### config.mk
export PLATFORM = sky130hd
export DESIGN_NAME = prefix_adder_bist
export DESIGN_NICKNAME = d
export VERILOG_FILES = /design/src/rtl/prefix_adder_bist.sv
export SDC_FILE = /design/constraint.sdc
export NUM_CORES = 1
export LEC_CHECK = 0
export CAP_MARGIN = 20
export CELL_PAD_IN_SITES_DETAIL_PLACEMENT = 0
export CELL_PAD_IN_SITES_GLOBAL_PLACEMENT = 2
export CORE_ASPECT_RATIO = 2
export CORE_MARGIN = 2
export CORE_UTILIZATION = 38
export CTS_BUF_LIST = sky130_fd_sc_hd__clkbuf_8
export DETAILED_ROUTE_END_ITERATION = 7
export PLACE_DENSITY = 0.87
export SYNTH_ARGS = -nofsm -noshare
export SYNTH_HDL_FRONTEND = slang
export SYNTH_SLANG_ARGS = --single-unit
### constraint.sdc
create_clock -name clk -period 9.4 [get_ports clk]
set_clock_uncertainty 0.2 [all_clocks]
set_input_delay 1.41 -clock clk [delete_from_list [all_inputs] [get_ports clk]]
set_output_delay 1.41 -clock clk [all_outputs]
set_load 0.01 [all_outputs]
### src/rtl/prefix_adder_bist.sv
// prefix_adder_bist
// Built-in self-test driver and checker for a WIDTH-bit prefix adder.
// Two LFSRs generate operands A and B, which are registered onto op_a/op_b
// and sent to the adder under test. The adder's result comes back on
// dut_sum and is compared against a behavioural A+B. That expected value
// is delayed through a pipeline that matches the adder's latency.
// Mismatches are counted, and the first failing vector is captured.
//
// Ports
//   clk          in   1        rising-edge clock
//   rst          in   1        synchronous active-high reset
//   start        in   1        run request; honoured only in IDLE or DONE
//   num_vec      in   CNT_W    vectors to run, latched with start
//   op_a, op_b   out  WIDTH    registered operands to the adder under test
//   dut_sum      in   WIDTH+1  adder result
//   busy         out  1        run in progress (RUN or DRAIN)
//   done         out  1        run finished; held until next start or rst
//   err_count    out  CNT_W    saturating mismatch count
//   first_err_v  out  1        first-failure record valid
//   first_err_a  out  WIDTH    op_a of the first failing vector
//   first_err_b  out  WIDTH    op_b of the first failing vector
//   first_err_s  out  WIDTH+1  dut_sum seen for the first failing vector
module prefix_adder_bist #(
  parameter int               WIDTH   = 32,
  parameter int               DUT_LAT = 0,
  parameter int               CNT_W   = 20,
  parameter logic [WIDTH-1:0] SEED_A  = WIDTH'(32'h0000_0001),
  parameter logic [WIDTH-1:0] SEED_B  = WIDTH'(32'h0000_ACE1)
) (
  input  logic             clk,
  input  logic             rst,
  input  logic             start,
  input  logic [CNT_W-1:0] num_vec,
  output logic [WIDTH-1:0] op_a,
  output logic [WIDTH-1:0] op_b,
  input  logic [WIDTH:0]   dut_sum,
  output logic             busy,
  output logic             done,
  output logic [CNT_W-1:0] err_count,
  output logic             first_err_v,
  output logic [WIDTH-1:0] first_err_a,
  output logic [WIDTH-1:0] first_err_b,
  output logic [WIDTH:0]   first_err_s
);

  localparam logic [WIDTH-1:0] TAPS       = WIDTH'(32'h8020_0003);
  // An all-zero seed would lock the LFSR at zero, so substitute 1.
  localparam logic [WIDTH-1:0] SEED_A_EFF = (SEED_A == '0) ? WIDTH'(1) : SEED_A;
  localparam logic [WIDTH-1:0] SEED_B_EFF = (SEED_B == '0) ? WIDTH'(1) : SEED_B;

  typedef enum logic [1:0] {IDLE, RUN, DRAIN, DONE} state_t;

  // One entry of the expected-value pipeline.
  typedef struct packed {
    logic             valid;
    logic [WIDTH-1:0] a;
    logic [WIDTH-1:0] b;
    logic [WIDTH:0]   s;
  } exp_t;

  state_t           state;
  logic [WIDTH-1:0] lfsr_a;
  logic [WIDTH-1:0] lfsr_b;
  logic [CNT_W-1:0] num_vec_q;
  logic [CNT_W-1:0] issue_cnt;
  logic [CNT_W-1:0] check_cnt;
  exp_t             pipe [0:DUT_LAT];

  logic [WIDTH:0]   next_sum;
  logic             check_now;
  logic             mismatch;
  logic             last_issue;
  logic             last_check;

  // Galois right-shift LFSR step.
  function automatic logic [WIDTH-1:0] lfsr_step(input logic [WIDTH-1:0] x);
    return {1'b0, x[WIDTH-1:1]} ^ (x[0] ? TAPS : '0);
  endfunction

  // The last pipeline stage lines up with the dut_sum of the vector it
  // describes. The compare uses !== so that X/Z coming back from the
  // adder is counted as a failure.
  always_comb begin
    next_sum   = {1'b0, lfsr_a} + {1'b0, lfsr_b};
    check_now  = pipe[DUT_LAT].valid;
    mismatch   = check_now && (dut_sum !== pipe[DUT_LAT].s);
    last_issue = (issue_cnt == num_vec_q - CNT_W'(1));
    last_check = check_now && (check_cnt == num_vec_q - CNT_W'(1));
  end

  // Controller, operand issue, expected pipeline and result capture.
  // Checking runs independently of state, so a check that is still in
  // flight retires correctly in DRAIN. An accepted start overrides
  // everything because no checks are pending in IDLE or DONE.
  always_ff @(posedge clk) begin
    if (rst) begin
      state       <= IDLE;
      lfsr_a      <= SEED_A_EFF;
      lfsr_b      <= SEED_B_EFF;
      op_a        <= '0;
      op_b        <= '0;
      busy        <= 1'b0;
      done        <= 1'b0;
      num_vec_q   <= '0;
      issue_cnt   <= '0;
      check_cnt   <= '0;
      err_count   <= '0;
      first_err_v <= 1'b0;
      first_err_a <= '0;
      first_err_b <= '0;
      first_err_s <= '0;
      for (int i = 0; i <= DUT_LAT; i++) pipe[i] <= '0;
    end else begin
      for (int i = 1; i <= DUT_LAT; i++) pipe[i] <= pipe[i-1];
      pipe[0].valid <= 1'b0;

      if (check_now) begin
        check_cnt <= check_cnt + CNT_W'(1);
        if (mismatch) begin
          if (err_count != '1) err_count <= err_count + CNT_W'(1);
          if (!first_err_v) begin
            first_err_v <= 1'b1;
            first_err_a <= pipe[DUT_LAT].a;
            first_err_b <= pipe[DUT_LAT].b;
            first_err_s <= dut_sum;
          end
        end
      end

      case (state)
        IDLE, DONE: begin
          if (start) begin
            state       <= RUN;
            busy        <= 1'b1;
            done        <= 1'b0;
            lfsr_a      <= SEED_A_EFF;
            lfsr_b      <= SEED_B_EFF;
            num_vec_q   <= num_vec;
            issue_cnt   <= '0;
            check_cnt   <= '0;
            err_count   <= '0;
            first_err_v <= 1'b0;
            first_err_a <= '0;
            first_err_b <= '0;
            first_err_s <= '0;
            for (int i = 0; i <= DUT_LAT; i++) pipe[i].valid <= 1'b0;
          end
        end
        RUN: begin
          // With zero vectors requested there is nothing to check.
          if (num_vec_q == '0) begin
            state <= DONE;
            busy  <= 1'b0;
            done  <= 1'b1;
          end else begin
            op_a      <= lfsr_a;
            op_b      <= lfsr_b;
            pipe[0]   <= {1'b1, lfsr_a, lfsr_b, next_sum};
            lfsr_a    <= lfsr_step(lfsr_a);
            lfsr_b    <= lfsr_step(lfsr_b);
            issue_cnt <= issue_cnt + CNT_W'(1);
            if (last_issue) state <= DRAIN;
          end
        end
        DRAIN: begin
          if (last_check) begin
            state <= DONE;
            busy  <= 1'b0;
            done  <= 1'b1;
          end
        end
        default: state <= IDLE;
      endcase
    end
  end

endmodule
=== After elaboration in Yosys (flattened, before gate mapping) ===
Memories as Yosys holds them, arrays and structs flattened.
Index checks and enable logic that the tools add are counted.

* Add/sub/neg operators: 5
* Equality and inequality tests: 12
* Mux-type cells: 66
* Bitwise gates (word level): 3
* Reductions and logical operators: 13

{| class="wikitable"
|+ Operator list
! kind !! number
|-
| $mux W32 || 16
|-
| $mux W20 || 10
|-
| $mux W98 || 2
|-
| $reduce_or A98 Y1 || 2
|-
| $mux W33 || 5
|-
| $pmux W32 S2 || 2
|-
| $xor A31 B32 Y32 || 2
|-
| $add A20 B1 Y20 const B || 3
|-
| $eq A20 B20 Y1 || 2
|-
| $pmux W20 S2 || 1
|-
| $add A32 B32 Y33 || 1
|-
| $nex A33 B33 Y1 || 1
|-
| $mux W1 || 21
|-
| $logic_not A20 Y1 || 1
|-
| $ne A20 B20 Y1 const B || 1
|-
| $sub A20 B1 Y20 const B || 1
|-
| $mux W2 || 6
|-
| $reduce_and A3 Y1 || 3
|-
| $ne A2 B2 Y1 const B || 4
|-
| $pmux W1 S3 || 2
|-
| $pmux W2 S3 || 1
|-
| $eq A2 B2 Y1 const B || 2
|-
| $reduce_and A2 Y1 || 2
|-
| $ne A3 B3 Y1 const B || 1
|-
| 6 further kinds || 7
|}

* Register bits after elaboration: 310
* Bits in writable memories: 98
* Output and inout port bits: 184
* Memories: 1

{| class="wikitable"
|+ Memory list
! memory !! depth !! bits a word !! read ports !! clocked after memory_dff !! wr ports !! RTL line !! RTL
|-
| pipe || 1 || 98 || 1 || 0 || 2 || 67 || <nowiki>exp_t pipe [0:DUT_LAT];</nowiki>
|}

=== Depth between registers and ports, before layout ===
* Word-level depth: 7
* Depth in mapped cells: 14
* Gate-level depth less buffers: 11

=== Worst setup path before layout ===
Ideal clock, no wire load.

* Path type: reg2reg
* Start: register num_vec_q[10]
* End: memory pipe[0][0] (netlist bit), enable pin
* Setup time: 0.680 ns
* Arrival: 3.908 ns
* Slack: 4.612 ns
* Stages on the path, launching flop included: 9
* Clock period less this slack: 4.788 ns
* Path through: dfxtp_1 buf_6 or4_4 or4_4 or3_2 a21oi_1 clkbuf_1 clkbuf_1 inv_1

{| class="wikitable"
|+ RTL lines
! what !! RTL line !! RTL
|-
| from (decl) || 64 || <nowiki>logic [CNT_W-1:0] num_vec_q;</nowiki>
|-
| from (signal assigned) || 138 || <nowiki>num_vec_q <= num_vec;</nowiki>
|-
| to (decl) || 67 ||
|}

=== Worst setup path in the final report ===
* Start: register num_vec_q[4]
* End: register op_b[6]

* Longest elaborated chain between the ends: 3

{| class="wikitable"
|+ Ends and longest elaborated chain
! what !! RTL line !! RTL
|-
| $logic_not A20 Y1 || 151 || <nowiki>if (num_vec_q == '0) begin</nowiki>
|-
| $not A1 Y1 (no source line) || -- ||
|-
| $reduce_and A2 Y1 (no source line) || -- ||
|-
| to (signal assigned) || 157 || <nowiki>op_b <= lfsr_b;</nowiki>
|-
| to (decl) || 35 || <nowiki>output logic [WIDTH-1:0] op_b,</nowiki>
|}

No other way between the ends.
A chain may end at the register's enable or synchronous reset.

==> results.md <==
- Status: completed
- WP data arrival: 5.03 ns
- Number of synthesized register bits: 408
- Kind of end point of the critical path: flip-flop
- Leak Pwr: 0.00834 uW
- Met3 Wirelength: 1990 um
- Core area: 0.0451 mm2
- Vias in the first global route: 14,000
- Crit share post-route: 0.500
- Area of the mapped netlist: 0.0174 mm2
- Highest-count cells in the layout ignoring fill and taps: 352 x nand2_1, 311 x dfxtp_1, 238 x clkdlybuf4s50_1, 204 x a21oi_1, 106 x nor2_1
- Die X: 155 um
- Met2 routed wirelength: 30,200 um
- Mapped Cells: 1,870
- Unrepaired setup endpoints after global routing: false
- Final Util: 0.475
- Commonest non-fill, non-tap cell in the layout: nand2_1
- Critical-path cell with the highest stage delay: or4_1
- Worst path bufs/invs: 3
- Syn_area_per_cell: 9.30 um2
- Crit-path leading delay family: simple AND/OR/NAND/NOR gates
- Final count of negative-setup-slack endpoints: 0
- First-pass GRT wire length: 82,000 um
- Clk sinks: 408
- Tmin final: 4.70 ns
- Slowest stage delay, CP: 0.67 ns
- # H-tree levels: 2
- DR DRC count: 0
- Metal1 wirelength: 19,400 um
- Highest metal used: met4
- Max-Cap Viols: 0
- Crit path kind: flip-flop to flip-flop
- Post-route ant nets: 0
- CTS clock-pin slew for the worst setup and hold paths: 0.06 ns
- Row count: 110
- DP HPWL: 39,800 um
- Worst slew pin tran: 1.05 ns
- Post-synth EDFFs: 97
- Power per cell area: 236 mW/mm2
- Nets: 2,179
- Yosys cell types: 68
- CTS Hold Bufs: 0
- Initial antenna violation count: 1
- Port Buffers: 239
- Hold Vio Cnt, Final: 0
- GR Overflow Total: 0
- Worst Path Max Fanout: 52
- Asr flop ratio synth: 0
- Initial core utilization: 0.385
- Die footprint: 0.0476 mm2
- Ports: 240
- Gr usage total: 0.223
- Final Slew Violations: 0
- Synth Flop Type: dfxtp_1
- Critical Path Start Type: flip-flop
- Crit-path cells: or4_1 > or4_4 > or3_2 > nand2_1 > or2_2 > buf_4 > clkinv_1 > buf_4 > and2_1 > a21o_1
- Hold Crit Class: flip-flop to flip-flop
- Crit path top cell by count: buf_4
- Initial DRC Count: 644
- Post-CTS Setup Inserts: 0
- Max_slew headroom: 0.279
- Sequential area share after synthesis: 0.525
- Routability cong.: 0.877
- PostCTS Resize Cnt: 0
- CTS tree: done
- Clock Tree Buf Depth: 3
- Synth-to-Final Area Change: 23.4%
- Clock Tree Root: clkbuf_8
- Final wirelength: 54,300 um
- Setup TNS: 0 ns
- DR vias/cell: 5.23
- Chip Height: 307 um
- Worst EP required: 9.73 ns
- Max rail drop VDD: 0.172 mV
- CTS buffer count: 58
- DR WL/cell: 20.2 um
- 1st-pass router iterations: 5
- Largest net degree at the start of global routing: 73
- Synth warn: 0
- Share of cells above drive strength 1: 0.0600
- Synthesized net count: 1,966
- FMAX: 213 MHz
- Routed vias: 14,100
- Worst-skew pair later-pin latency: 0.65 ns
layer usage:
metal	track usage	vias to the layer above
li1	-	6844
met1	0.227	6768
met2	0.439	363
met3	0.0289	125
met4	0.108	0
met5	0	-
flip-flops by register name, summed over array words and instances (netlist names):
register     cells
done             1
pipe            98
lfsr_a          32
err_count       20
op_a            32
lfsr_b          32
state            2
first_err_b     32
issue_cnt       20
num_vec_q       20
first_err_v      1
first_err_s     33
busy             1
op_b            32
check_cnt       20
first_err_a     32
worst register-to-register path, delay by kind of cell (launching register included):
family	cells	cell delay (ns)
buf+inv	3	1.36
simple gates	6	2.46
flops	1	0.43
compound gates	1	0.17
Yosys cell counts, types with 6 or more instances:
master | count | share of area
ha_1 | 39 | 0.028
xor2_1 | 74 | 0.037
nor3_1 | 19 | 0.0055
a21o_1 | 83 | 0.036
nor2_1 | 107 | 0.023
nor4_1 | 11 | 0.0040
buf_1 | 15 | 0.0032
a31oi_1 | 7 | 0.0025
nand2b_1 | 9 | 0.0032
nand2_1 | 352 | 0.076
a21oi_1 | 205 | 0.059
and2_1 | 72 | 0.026
o21ai_0 | 33 | 0.0095
nand4_1 | 32 | 0.012
or2_2 | 7 | 0.0025
xnor2_1 | 89 | 0.045
dfxtp_1 | 311 | 0.36
or3_1 | 11 | 0.0040
inv_1 | 19 | 0.0041
clkbuf_1 | 86 | 0.019
o31ai_1 | 6 | 0.0026
nor2b_1 | 6 | 0.0022
and3_1 | 17 | 0.0061
edfxtp_1 | 97 | 0.17
nand3_1 | 81 | 0.023
power breakdown:
group / internal, uW / switching, uW
clock: 734 / 703
combinational: 474 / 919
sequential: 2050 / 183
layout make-up:
cell class              count  area [um2]
flip-flops and latches    408        9140
inverters                  20        77.6
clock buffers              70         963
repair buffers            259        2540
well taps                 560         701
fillers                  4400       23700
diodes                      1        2.50
multi-input cells        1336        7820
clock inverters            40         230
worst paths after layout:
kind / startpoint / to / slack, ns / depth (start not counted)
hold reg to reg: first_err_s[23] / first_err_s[23] / 0.25 / 2
setup reg to reg: num_vec_q[4] / op_b[6] / 4.70 / 10
hold / removal: first_err_s[23] / first_err_s[23] / 0.25 / 2
setup / recovery: num_vec_q[4] / op_b[6] / 4.70 / 10
per-stage QoR:
stage	hold WS, ns	power [uW]	setup slack, ns	std cells	instance area, um2
2_1_floorplan	0.257	3110	4.61	1870	17400
3_3_place_gp	0.236	3670	4.43	2583	20300
3_5_place_dp	0.238	3680	4.38	2583	20300
4_1_cts	0.254	5130	4.65	2693	21500
5_1_grt	0.269	5320	4.41	2694	21500
6_report	0.251	5060	4.70	2694	21500
kinds of logic after synthesis:
logic type      Yosys count  synth area share
compound gates          379             0.132
xor+xnor                164            0.0830
fa+ha+maj                40            0.0292
buf+inv                 126            0.0283
flops                   408             0.525
mux                       4           0.00302
simple gates            749             0.199
No activity file was read; power rests on OpenSTA's default activity.
